File: config.mk
export PLATFORM = sky130hd
export DESIGN_NAME = block_dispatcher
export DESIGN_NICKNAME = d
export VERILOG_FILES = /design/src/rtl/block_dispatcher.sv
export SDC_FILE = /design/constraint.sdc
export NUM_CORES = 1
export LEC_CHECK = 0
export ABC_AREA = 1
export BUFFER_PORTS_ARGS = -buffer_cell sky130_fd_sc_hd__buf_4
export CORE_ASPECT_RATIO = 2
export CORE_MARGIN = 3
export CORE_UTILIZATION = 45
export DETAILED_ROUTE_END_ITERATION = 16
export GPL_TIMING_DRIVEN = 0
export PLACE_DENSITY = 0.71
export SKIP_CTS_REPAIR_TIMING = 1
export SLEW_MARGIN = 20
export SYNTH_ARGS = -nofsm -noshare
export SYNTH_HDL_FRONTEND = slang
export SYNTH_SLANG_ARGS = --single-unit
File: constraint.sdc
create_clock -name clk -period 2.82 [get_ports clk]
set_clock_uncertainty 0.15 [all_clocks]
set_input_delay 0 -clock clk [delete_from_list [all_inputs] [get_ports clk]]
set_output_delay 0 -clock clk [all_outputs]
set_load 0.05 [all_outputs]
File: src/rtl/block_dispatcher.sv
// Block-granular kernel dispatcher: slices the thread count into blocks and hands each one to the lowest free core.
// Define DISPATCH_PERF_COUNTERS_EN to build the saturating RUN-cycle counter on kernel_cycles.
module block_dispatcher #(
    parameter int NUM_CORES         = 2,
    parameter int THREADS_PER_BLOCK = 4,
    parameter int COUNT_BITS        = 16,
    localparam int TC_BITS          = $clog2(THREADS_PER_BLOCK + 1)
) (
    input  logic                            clk,
    input  logic                            reset,
    input  logic                            start,
    output logic                            done,
    input  logic                            ctrl_write_enable,
    input  logic [COUNT_BITS-1:0]           ctrl_write_data,
    output logic [NUM_CORES-1:0]            core_start,
    output logic [NUM_CORES-1:0]            core_reset,
    output logic [NUM_CORES*COUNT_BITS-1:0] core_block_id,
    output logic [NUM_CORES*TC_BITS-1:0]    core_thread_count,
    input  logic [NUM_CORES-1:0]            core_done,
    output logic [COUNT_BITS-1:0]           blocks_done,
    output logic [31:0]                     kernel_cycles
);

    // state | meaning
    // IDLE  | thread_count writable, waiting for start
    // RUN   | dispatching blocks and collecting completions
    // DONE  | all blocks completed, waiting for start to drop
    typedef enum logic [1:0] {IDLE, RUN, DONE} state_t;

    localparam int TPB_LOG2 = $clog2(THREADS_PER_BLOCK);
    localparam int CW       = COUNT_BITS + 1;

    state_t                 state;
    state_t                 state_next;
    logic [COUNT_BITS-1:0]  thread_count;
    logic [CW-1:0]          total_blocks;
    logic [CW-1:0]          blocks_dispatched;
    logic [CW-1:0]          total_calc;
    logic [CW-1:0]          remaining;
    logic [TC_BITS-1:0]     next_tc;
    logic [NUM_CORES-1:0]   completion;
    logic [NUM_CORES-1:0]   free_core;
    logic [NUM_CORES-1:0]   grant;
    logic [COUNT_BITS-1:0]  done_inc;
    logic                   found;
    logic                   dispatch;
    logic                   launch;
    logic                   all_done;

    // Extra bit keeps the round-up addition from wrapping at the maximum thread count.
    assign total_calc = ({1'b0, thread_count} + CW'(THREADS_PER_BLOCK - 1)) >> TPB_LOG2;
    assign remaining  = {1'b0, thread_count} - (blocks_dispatched << TPB_LOG2);
    assign next_tc    = (blocks_dispatched + CW'(1) == total_blocks) ? TC_BITS'(remaining)
                                                                    : TC_BITS'(THREADS_PER_BLOCK);
    assign launch     = (state == IDLE) && start;
    assign all_done   = ({1'b0, blocks_done} == total_blocks);
    assign completion = core_start & core_done & {NUM_CORES{state == RUN}};
    assign free_core  = ~core_start & ~core_reset;

    always_comb begin
        grant = '0;
        found = 1'b0;
        for (int i = 0; i < NUM_CORES; i++) begin
            if (free_core[i] && !found) begin
                grant[i] = 1'b1;
                found    = 1'b1;
            end
        end
        dispatch = (state == RUN) && found && (blocks_dispatched < total_blocks);
    end

    always_comb begin
        done_inc = '0;
        for (int i = 0; i < NUM_CORES; i++) begin
            done_inc = done_inc + COUNT_BITS'(completion[i]);
        end
    end

    always_ff @(posedge clk) begin
        if (reset) begin
            state <= IDLE;
        end else begin
            state <= state_next;
        end
    end

    always_comb begin
        state_next = state;
        case (state)
            IDLE:    if (start) state_next = RUN;
            RUN:     if (all_done) state_next = DONE;
            DONE:    if (!start) state_next = IDLE;
            default: state_next = IDLE;
        endcase
    end

    always_comb begin
        done = (state == DONE);
    end

    always_ff @(posedge clk) begin
        if (reset) begin
            thread_count      <= '0;
            total_blocks      <= '0;
            blocks_dispatched <= '0;
            blocks_done       <= '0;
            core_start        <= '0;
            core_reset        <= '0;
            core_block_id     <= '0;
            core_thread_count <= '0;
        end else begin
            if ((state == IDLE) && ctrl_write_enable) begin
                thread_count <= ctrl_write_data;
            end
            core_reset <= completion;
            if (launch) begin
                total_blocks      <= total_calc;
                blocks_dispatched <= '0;
                blocks_done       <= '0;
            end else if (state == RUN) begin
                blocks_done <= blocks_done + done_inc;
                if (dispatch) begin
                    blocks_dispatched <= blocks_dispatched + CW'(1);
                end
            end
            for (int i = 0; i < NUM_CORES; i++) begin
                if (completion[i]) begin
                    core_start[i] <= 1'b0;
                end else if (dispatch && grant[i]) begin
                    core_start[i]                               <= 1'b1;
                    core_block_id[i*COUNT_BITS +: COUNT_BITS]   <= blocks_dispatched[COUNT_BITS-1:0];
                    core_thread_count[i*TC_BITS +: TC_BITS]     <= next_tc;
                end
            end
        end
    end

`ifdef DISPATCH_PERF_COUNTERS_EN
    always_ff @(posedge clk) begin
        if (reset || launch) begin
            kernel_cycles <= '0;
        end else if ((state == RUN) && (kernel_cycles != '1)) begin
            kernel_cycles <= kernel_cycles + 32'd1;
        end
    end
`else
    assign kernel_cycles = '0;
`endif

endmodule

# == Word level (Yosys, flattened, before mapping) ==
# Index checks and enable logic that the tools add are counted.
# word_totals
regBits,108
elab_cells,56
# op_classes
magnitude_cmp,1
reduce_logical,16
eq_ne,7
n_bitwise,7
mux,8
addsub,5
# ops
op,n
$add 16x2->17 const B,1
$add 17x1->17 const B,1
$eq 17x15->1,1
$lt 17x15->1,1
$add 16x2->16,1
$eq 16x15->1,1
$logic_and 1x1->1,7
$and 2x2->2,3
$mux 2,3
$ne 2x2->1 const B,3
$pmux 2 s3,1
$reduce_and 2->1,3
$reduce_or 2->1,3
$not 2->2,2
$mux 1,3
$mux 3,1
$reduce_and 3->1,1
$sub 3x3->3,1
$add 1x1->2,1
$eq 2x1->1 const B,1
$eq 2x2->1 const B,1
$logic_not 2->1,1
$not 1->1,2
$logic_not 1->1,1

# == Logic depth before layout (Yosys ltp) ==
# Gate-level depths: netlist of run 1.
# logic_depth
ltp_word,10
depth_mapped,15
depth_no_buf,15

# == Worst setup path after synthesis of run 1 ==
# OpenSTA, ideal clock, no wires.
# synth_timing
path_kind,register to register
startpoint,reg core_start[0]
endpoint,reg blocks_done[14]
required_time_ps,2550
stages_incl_launch_ff,14
setup_slack_ps,-3
n_path_buf,0
synth_period_minus_slack_ps,2823
setup_time_ps,120
arrival_time_ps,2553
path_cell_list,dfxtp_1 -> nand3_1 -> fa_1 -> inv_1 -> ha_1 -> nand3_1 -> nor2_1 -> nand2_1 -> nor2_1 -> nand2_1 -> nor3_2 -> nand4_1 -> o21ai_1 -> a21oi_1
# synth_between
elab_chain_len,4
# synth_lines
element,line,rtl
start: declaration,15,"output logic [NUM_CORES-1:0] core_start,"
start signal: assignment,107,core_start <= '0;
start signal: indexed assignment,128,core_start[i] <= 1'b0;
start signal: indexed assignment,130,core_start[i] <= 1'b1;
$and 2x2->2 (2 in series),57,assign completion = core_start & core_done & {NUM_CORES{state == RUN}};
$add 1x1->2,75,done_inc = done_inc + COUNT_BITS'(completion[i]);
$add 16x2->16,121,blocks_done <= blocks_done + done_inc;
end signal: assignment,121,
end: declaration,20,"output logic [COUNT_BITS-1:0] blocks_done,"
# Every way passes these cells.
# A chain may end at the register's enable or synchronous reset.

# == Worst setup path after layout of run 1 ==
# layout_timing
startpoint,reg state[0]
endpoint,reg blocks_done[14]
# layout_between
elab_chain_len,4
word_cells_on_any_way,7
cone_classes,add/sub (2); eq/ne (1); bitwise (1); reduce/logical (3)
# layout_lines
element,line,rtl
start: declaration,33,state_t state;
start signal: assignment,83,state <= state_next;
$eq 2x1->1,"57, 120",
$and 2x2->2,57,
$add 1x1->2,75,
$add 16x2->16,121,
# Several ways; a longest one is shown, not always the timed one.

==> reports/qor.txt, run 1 <==
status - finished, final reports clean
later-pin clock latency in the skew report - 0.36 ns
Cells after Synth - 798
Multi-input gate area - 2990 um^2
Int Power - 0.00329 W
syn avg cell area - 7.06 um^2
setup ws final - 0.0956 ns
dpl ws - -0.238 ns
IO Pins - 113
CTS clk-pin slew, worst paths - 0.08 ns
Clk Tree Root Cell - clkbuf_16
Total Die Area - 14000 um^2
Bufs on Longest Clock Path - 2
Filler cells - 1148
area grow syn2layout - 27.4%
gr usage total - 23.4%
largest net degree at the start of global routing - 20
Hold Slack - 0.0298 ns
Final min period - 2.72 ns
Crit Path Category - reg -> reg
aggregate global routing overflow - 0
Routed WL - 17000 um
P_sw - 0.00275 W
Slew HR - 59.4%
post-DP HPWL - 13200 um
crit end category - flip-flop
Worst EP required - 2.91 ns
synth warn - 0
DRT antenna net count - 0
worst-path maximum fanout - 4
Post-route DRC - 0
Layout Utilization - 58.9%
vias - 5700
Port Buffers - 79
H-tree Lvls - 3
met1 usage - 22.1%
CTS tree - done
GRT met2 Usage - 45.9%
gpl congestion - 0.949
vias per cell - 5.18
DIE WIDTH - 85.1 um
final hold vios - 0
WL/cell - 15.5 um
synthesized area - 5640 um^2
part of the power in combinational logic - 45.5%
number of global-route vias before repair - 5336
CORE AREA - 12200 um^2
first-pass GRT wire length - 25500 um
worst path arrival time - 2.82 ns
layout cell share with drive strength beyond 1 - 20.3%
# setup viols final - 0
CTS Sinks - 108
Seq pwr share - 34.2%
Die Ht - 164 um
min-delay worst type - in -> reg
leakage - 3.28 nW
maximum VDD drop - 0.599 mV
final std cells w/o fill - 1101
distinct cell type count after synthesis - 40
fin nets - 990
antenna fix cells - 0
Max Cap Viol - 0
dpl cells - 1055
sequential share of the synthesized area - 38.4%
Starting Density - 46.2%
max frequency - 0.367 GHz
initial drt markers - 279
First-pass DRT Iterations - 5
Tightest Pin Transition - 0.610 ns
gr busiest metal - met2
FF/Latch Area - 2170 um^2
most frequent cells in the layout - 145 x nand2_1, 120 x buf_4, 105 x dfxtp_1
row count - 57
FF+latch count, synth - 108
clock power share - 20.3%
leading cell type in the layout, fill and taps excluded - nand2_1
dpl cell area - 6530 um^2
period utilization - 96.6%
Final Max Tran Viols - 0
Final Instance Area - 7180 um^2
clock buffer count from CTS - 9
Net Sw Frac - 45.5%
initial antenna violation count - 0
M3 GR Usage - 2.71%
Startpoint Class - flip-flop
Power per Cell Area - 841 nW/um^2
[sequential cells by signal (all words and copies together), names as in the netlist, 6 cells and up]
name,cells
core_thread_count,6
blocks_done,16
blocks_dispatched,17
total_blocks,15
core_block_id,32
thread_count,16
[power groups by stage]
stage	Clock, W	Sequential (W)	Combinational (W)
finish	0.00123	0.00206	0.00275
detailed placement	0	0.00208	0.00264
floorplan	0	0.00230	0.00165
global placement	0	0.00208	0.00260
global route	0.00130	0.00210	0.00303
CTS	0.00124	0.00205	0.00266
[area by class of cell]
type	instances	share of cell area, %
plain buffers	55	4.83
clock buffers	9	3.14
clock inverters	6	0.836
inverters	88	4.60
multi-input cells	578	41.6
flip-flops and latches	108	30.2
well taps	147	2.56
repair buffers	110	12.3
[per-stage QoR]
stage | TNS [ns] | total power (W)
final | 0 | 0.00604
after floorplan | 0 | 0.00395
after global routing | -0.120 | 0.00643
after detailed placement | -0.657 | 0.00472
after global placement | -0.508 | 0.00468
after CTS | -0.774 | 0.00594
[critical path, cell delays in order (launching register included)]
cell     delay, ns
dfxtp_2       0.35
inv_2         0.04
nor2_4        0.25
nand3_4       0.13
fa_2          0.43
inv_2         0.08
ha_4          0.13
nand3_2       0.07
nor2_2        0.11
nand2_1       0.08
nor2_2        0.14
nand2_2       0.09
nor3_4        0.18
nand4_1       0.14
o21ai_1       0.18
a21oi_1       0.05
[worst paths after layout]
kind | start | endpoint | slack, ns | cells after the start
setup / recovery | state[0]$_SDFFE_PP0P_ | blocks_done[14]$_SDFFE_PP0N_ | 0.1 | 15
hold reg to reg | core_block_id[15]$_SDFFE_PP0P_ | core_block_id[15]$_SDFFE_PP0P_ | 0.33 | 1
setup reg to reg | state[0]$_SDFFE_PP0P_ | blocks_done[14]$_SDFFE_PP0N_ | 0.1 | 15
hold / removal | ctrl_write_enable | thread_count[3]$_SDFFE_PP0P_ | 0.03 | 5
[Yosys cell counts, drive strengths merged]
cell     count  area, um^2
a211oi       5        37.5
a21o         1        7.51
a21oi       77         385
buf         42         292
clkbuf      13        48.8
clkinv       3        11.3
conb         1        3.75
dfxtp      108        2160
fa           1        20.0
ha          17         213
inv         85         319
nand2      155         609
nand3       60         310
nand3b       1        7.51
nand4       12        75.1
nor2       102         462
nor3         8        50.1
nor3b        2        15.0
nor4         2        12.5
o2111ai      4        35.0
o21a         2        15.0
o21ai       78         390
o21bai       1        7.51
o22ai        2        12.5
o31ai        1        7.51
o32ai        7        61.3
or2          2        12.5
xnor2        4        35.0
xor2         2        17.5
[per-layer routing]
layer	share of wire, %	wire [um]
met4	5.2	892
met5	0	0
met1	36	6080
met2	55	9440
met3	3.6	613
[cells by family after synthesis]
family	after synthesis	share of synthesized area [%]
other cells	1	0.0665
xor+xnor	6	0.932
buf+inv	143	11.9
flops	108	38.4
fa+ha+maj	18	4.13
compound gates	178	17.0
simple gates	344	27.6
(Power assumes the default switching activity.)
==> run 2, diff against run 1 <==
--- a/config.mk
+++ b/config.mk
@@ -10,6 +10,7 @@
 export CORE_ASPECT_RATIO = 2
 export CORE_MARGIN = 3
 export CORE_UTILIZATION = 45
+export CTS_BUF_LIST = sky130_fd_sc_hd__clkbuf_8
 export DETAILED_ROUTE_END_ITERATION = 16
 export GPL_TIMING_DRIVEN = 0
 export PLACE_DENSITY = 0.71
==> reports/qor.txt, run 2 (synthesis results as in run 1) <==
status - finished, final reports clean
Total Power - 0.00570 W (-5.6%)
dpl cells - 1055 (unchanged)
Top reg by flops - core_block_id
post-DP HPWL - 13200 um (unchanged)
DIE WIDTH - 85.1 um (unchanged)
antenna fix cells - 0 (unchanged)
leakage - 3.24 nW (-1.4%)
H-tree Lvls - 3 (unchanged)
WL/cell - 15.3 um (-0.78%)
registers with the most flip-flops - core_block_id x32, blocks_dispatched x17
Slew HR - 60.6% (+1.3 points)
Die Ht - 164 um (unchanged)
worst path arrival time - 2.85 ns (+0.03 ns)
max frequency - 0.366 GHz (-0.33%)
setup slack, reg-to-reg - 0.09 ns (about the same)
Total Die Area - 14000 um^2 (unchanged)
setup ws final - 0.0866 ns (-0.00897 ns)
Port Buffers - 79 (unchanged)
first-pass GRT wire length - 25200 um (-1.1%)
Power per Cell Area - 806 nW/um^2 (-4.2%)
gr usage total - 23.1% (-0.27 points)
row count - 57 (unchanged)
CTS Sinks - 108 (unchanged)
Final min period - 2.73 ns (+0.00897 ns)
later-pin clock latency in the skew report - 0.37 ns (about the same)
vias per cell - 5.20 (+0.44%)
leading cell type in the layout, fill and taps excluded - nand2_1
First-pass DRT Iterations - 5 (unchanged)
Tightest Pin Transition - 0.590 ns (-0.0191 ns)
initial antenna violation count - 0 (unchanged)
final hold vios - 0 (unchanged)
max FFs per register - 32 (unchanged)
Post-route DRC - 0 (unchanged)
min-delay worst type - in -> reg
DRT antenna net count - 0 (unchanged)
Hold Slack - 0.00517 ns (-0.0247 ns)
gpl congestion - 0.949 (unchanged)
area grow syn2layout - 25.6%
Bufs on Longest Clock Path - 2 (unchanged)
largest net degree at the start of global routing - 20 (unchanged)
aggregate global routing overflow - 0 (unchanged)
number of global-route vias before repair - 5294 (-0.79%)
period utilization - 96.9% (+0.32 points)
CORE AREA - 12200 um^2 (unchanged)
fin nets - 990 (unchanged)
maximum VDD drop - 0.499 mV (-17%)
vias - 5725 (+0.44%)
layout cell share with drive strength beyond 1 - 20.3% (unchanged)
Clk Tree Root Cell - clkbuf_8
dpl ws - -0.238 ns (unchanged)
CTS clk-pin slew, worst paths - 0.11 ns (+0.03 ns)
clock buffer count from CTS - 9 (unchanged)
Final Max Tran Viols - 0 (unchanged)
Crit Path Category - reg -> reg
CTS tree - done
Max Cap Viol - 0 (unchanged)
final std cells w/o fill - 1101 (unchanged)
Worst EP required - 2.94 ns (+0.03 ns)
worst-path maximum fanout - 4 (unchanged)
most frequent cells in the layout - 145 x nand2_1, 120 x buf_4, 105 x dfxtp_1
crit end category - flip-flop
initial drt markers - 316 (+13%)
# setup viols final - 0 (unchanged)
Routed WL - 16900 um (-0.78%)
Starting Density - 46.2% (unchanged)
Startpoint Class - flip-flop
IO Pins - 113 (unchanged)
## run 2: cell count changes in the layout (fill, tap and decap cells not counted), sizes merged
cell,change
clkbuf,-1
buf,+1
## run 2: critical path, stage by stage (launching register included)
cell and delay [ns]:
dfxtp_2 0.36, inv_2 0.04, nor2_4 0.25, nand3_4 0.13, fa_2 0.43, inv_2 0.08
ha_4 0.13, nand3_2 0.07, nor2_2 0.11, nand2_1 0.09, nor2_2 0.14, nand2_2 0.09
nor3_4 0.18, nand4_1 0.14, o21ai_1 0.18, a21oi_1 0.05
## run 2: final timing paths
kind,from,end,cells after the start
setup / recovery,state[0]$_SDFFE_PP0P_,blocks_done[14]$_SDFFE_PP0N_,15
hold / removal,ctrl_write_enable,thread_count[3]$_SDFFE_PP0P_,5
setup reg to reg,state[0]$_SDFFE_PP0P_,blocks_done[14]$_SDFFE_PP0N_,15
hold reg to reg,core_block_id[15]$_SDFFE_PP0P_,core_block_id[15]$_SDFFE_PP0P_,1
## run 2: layout make-up
type                    instances  area, um^2
clock inverters                 6        60.1
plain buffers                  55         344
well taps                     147         184
inverters                      88         330
clock buffers                   9         124
fillers                      1167        5120
flip-flops and latches        108        2170
multi-input cells             578        2990
repair buffers                110         883
## run 2: through the flow
| step | setup TNS, ns | utilization [%] | area, um^2 |
|---|---|---|---|
| after global routing | -0.137 | 58.0 | 7080 |
| after global placement | -0.508 | 53.5 | 6530 |
| final | 0 | 58.0 | 7080 |
| after floorplan | 0 | - | 5750 |
| after CTS | -0.789 | 55.1 | 6710 |
| after detailed placement | -0.657 | 53.5 | 6530 |
## run 2: per-layer routing
layer / GRT usage, % / share of wire (%) / up-vias
li1: - / - / 2882
met2: 45.0 / 54 / 200
met1: 22.2 / 35 / 2582
met4: 14.2 / 6.3 / 0
met3: 2.66 / 4.2 / 61
met5: 0 / 0 / -
## run 2: power breakdown
group | switching, W | internal, W | leakage [nW] | total, W
combinational | 0.00184 | 0.000891 | 2.26 | 0.00273
clock | 0.000571 | 0.000336 | 0.0930 | 0.000907
sequential | 0.000282 | 0.00178 | 0.879 | 0.00206
total | 0.00270 | 0.00301 | 3.24 | 0.00570
==> run 3, diff against run 2 <==
--- a/config.mk
+++ b/config.mk
@@ -9,11 +9,11 @@
 export BUFFER_PORTS_ARGS = -buffer_cell sky130_fd_sc_hd__buf_4
 export CORE_ASPECT_RATIO = 2
 export CORE_MARGIN = 3
-export CORE_UTILIZATION = 45
+export CORE_UTILIZATION = 50
 export CTS_BUF_LIST = sky130_fd_sc_hd__clkbuf_8
 export DETAILED_ROUTE_END_ITERATION = 16
 export GPL_TIMING_DRIVEN = 0
-export PLACE_DENSITY = 0.71
+export PLACE_DENSITY = 0.78
 export SKIP_CTS_REPAIR_TIMING = 1
 export SLEW_MARGIN = 20
 export SYNTH_ARGS = -nofsm -noshare
==> reports/qor.txt, run 3 (synthesis results as in run 1) <==
slowest stage delay, CP - 0.41 ns (-0.02 ns)
maximum VDD drop - 0.487 mV (-2.3%)
max frequency - 0.369 GHz (+0.78%)
first-pass GRT wire length - 24900 um (-1.3%)
Routed WL - 17000 um (+0.41%)
setup ws final - 0.108 ns (+0.0211 ns)
Crit Path Category - reg -> reg
Clk Tree Root Cell - clkbuf_8
CTS clk-pin slew, worst paths - 0.12 ns (about the same)
DRT antenna net count - 0 (unchanged)
dpl ws - -0.240 ns (-0.00220 ns)
Slew HR - 60.9% (+0.30 points)
fin nets - 989 (-0.10%)
worst-path cell chain - inv_2, nor2_4, nand3_4, fa_2, inv_2, ha_2, nand3_1, nor2_2, nand2_2, nor2_4, nand2_4, nor3_4, nand4_1, o21ai_1, a21oi_1
CORE AREA - 10900 um^2 (-10%)
IO Pins - 113 (unchanged)
antenna fix cells - 0 (unchanged)
leakage - 3.24 nW (+0.29%)
Power per Cell Area - 812 nW/um^2 (+0.75%)
Post-route DRC - 0 (unchanged)
most frequent cells in the layout - 144 x nand2_1, 119 x buf_4, 104 x dfxtp_1
Top reg by flops - core_block_id
Filler cells - 1007 (-14%)
post-DP HPWL - 13100 um (-1.1%)
min-delay worst type - in -> reg
area grow syn2layout - 25.3%
CTS tree - done
registers with the most flip-flops - core_block_id x32, blocks_dispatched x17
worst-path maximum fanout - 3 (-1)
later-pin clock latency in the skew report - 0.40 ns (+0.03 ns)
Max Cap Viol - 0 (unchanged)
layout cell share with drive strength beyond 1 - 20.0% (-0.31 points)
row count - 54 (-5.3%)
aggregate global routing overflow - 0 (unchanged)
# setup viols final - 0 (unchanged)
delay-heaviest family, CP - simple AND/OR/NAND/NOR gates
largest net degree at the start of global routing - 21 (+5.0%)
Hold Slack - -0.0164 ns (-0.0216 ns)
Worst Path Buf+Inv - 2 (unchanged)
vias - 5822 (+1.7%)
First-pass DRT Iterations - 7 (+2)
failing checks - hold timing
Final min period - 2.71 ns (-0.0211 ns)
initial antenna violation count - 0 (unchanged)
number of global-route vias before repair - 5143 (-2.9%)
H-tree Lvls - 3 (unchanged)
initial drt markers - 364 (+15%)
crit end category - flip-flop
CTS Sinks - 108 (unchanged)
clock buffer count from CTS - 9 (unchanged)
WL/cell - 15.5 um (+1.1%)
Bufs on Longest Clock Path - 2 (unchanged)
Startpoint Class - flip-flop
worst path arrival time - 2.86 ns (about the same)
Die Ht - 156 um (-4.9%)
Starting Density - 51.5% (+5.3 points)
status - finished, violations left
gr usage total - 25.9% (+2.8 points)
leading cell type in the layout, fill and taps excluded - nand2_1
Total Die Area - 12700 um^2 (-9.5%)
final hold vios - 5 (+5)
max FFs per register - 32 (unchanged)
Port Buffers - 79 (unchanged)
DIE WIDTH - 81.1 um (-4.8%)
Worst EP required - 2.96 ns (+0.02 ns)
Final Max Tran Viols - 0 (unchanged)
vias per cell - 5.32 (+2.3%)
slowest CP cell - fa_2
Tightest Pin Transition - 0.586 ns (-0.00448 ns)
period utilization - 96.2% (-0.75 points)
gpl congestion - 0.955 (+0.70%)
[run 3: cell count changes in the layout (fill, tap and decap cells not counted), sizes merged]
cell | previous run | this run
buf | 128 | 125
clkbuf | 23 | 25
clkinv | 7 | 5
inv | 87 | 89
clkinvlp | 0 | 1
[run 3: worst paths after layout]
check / startpoint / slack [ns] / cells after the start / end
hold reg to reg: core_block_id[15]$_SDFFE_PP0P_ / 0.33 / 1 / core_block_id[15]$_SDFFE_PP0P_
hold / removal: reset / -0.02 / 4 / core_thread_count[5]$_SDFFE_PP0P_
setup reg to reg: state[0]$_SDFFE_PP0P_ / 0.11 / 15 / blocks_done[14]$_SDFFE_PP0N_
setup / recovery: state[0]$_SDFFE_PP0P_ / 0.11 / 15 / blocks_done[14]$_SDFFE_PP0N_
[run 3: layer usage]
metal	vias up	part of all wire [%]	global-route usage (%)
met5	-	0	0
met3	79	4.9	4.39
met1	2640	34	25.5
met2	228	54	47.0
li1	2875	-	-
met4	0	6.9	18.5
[run 3: area by class of cell]
type,count,area (um^2),area share [%]
Multi-Input combinational cell,578,2980,42.1
Sequential cell,108,2170,30.7
Timing Repair Buffer,109,876,12.4
Buffer,55,348,4.93
Inverter,88,330,4.68
Tap cell,140,175,2.48
Clock buffer,9,124,1.75
Clock inverter,7,66.3,0.939
[run 3: tightest hold or removal path, stage by stage]
cell and delay (ns):
clkbuf_1 0.25, nor2_1 0.17, nand2_1 0.05, inv_1 0.04
[run 3: through the flow]
step	cell area, um^2	TNS (ns)	utilization, %	total power, W	cells
global placement	6520	-0.346	59.6	0.00467	1048
detailed placement	6520	-0.599	59.6	0.00471	1048
CTS	6710	-0.660	61.3	0.00563	1064
global route	7060	-0.0271	64.5	0.00608	1094
finish	7060	0	64.5	0.00573	1094
floorplan	5750	0	-	0.00395	829
[run 3: power by group]
group          switching [W]  internal [W]  total [W]
Combinational        0.00186      0.000880    0.00274
Sequential          0.000281       0.00178    0.00206
Clock               0.000593      0.000343   0.000936
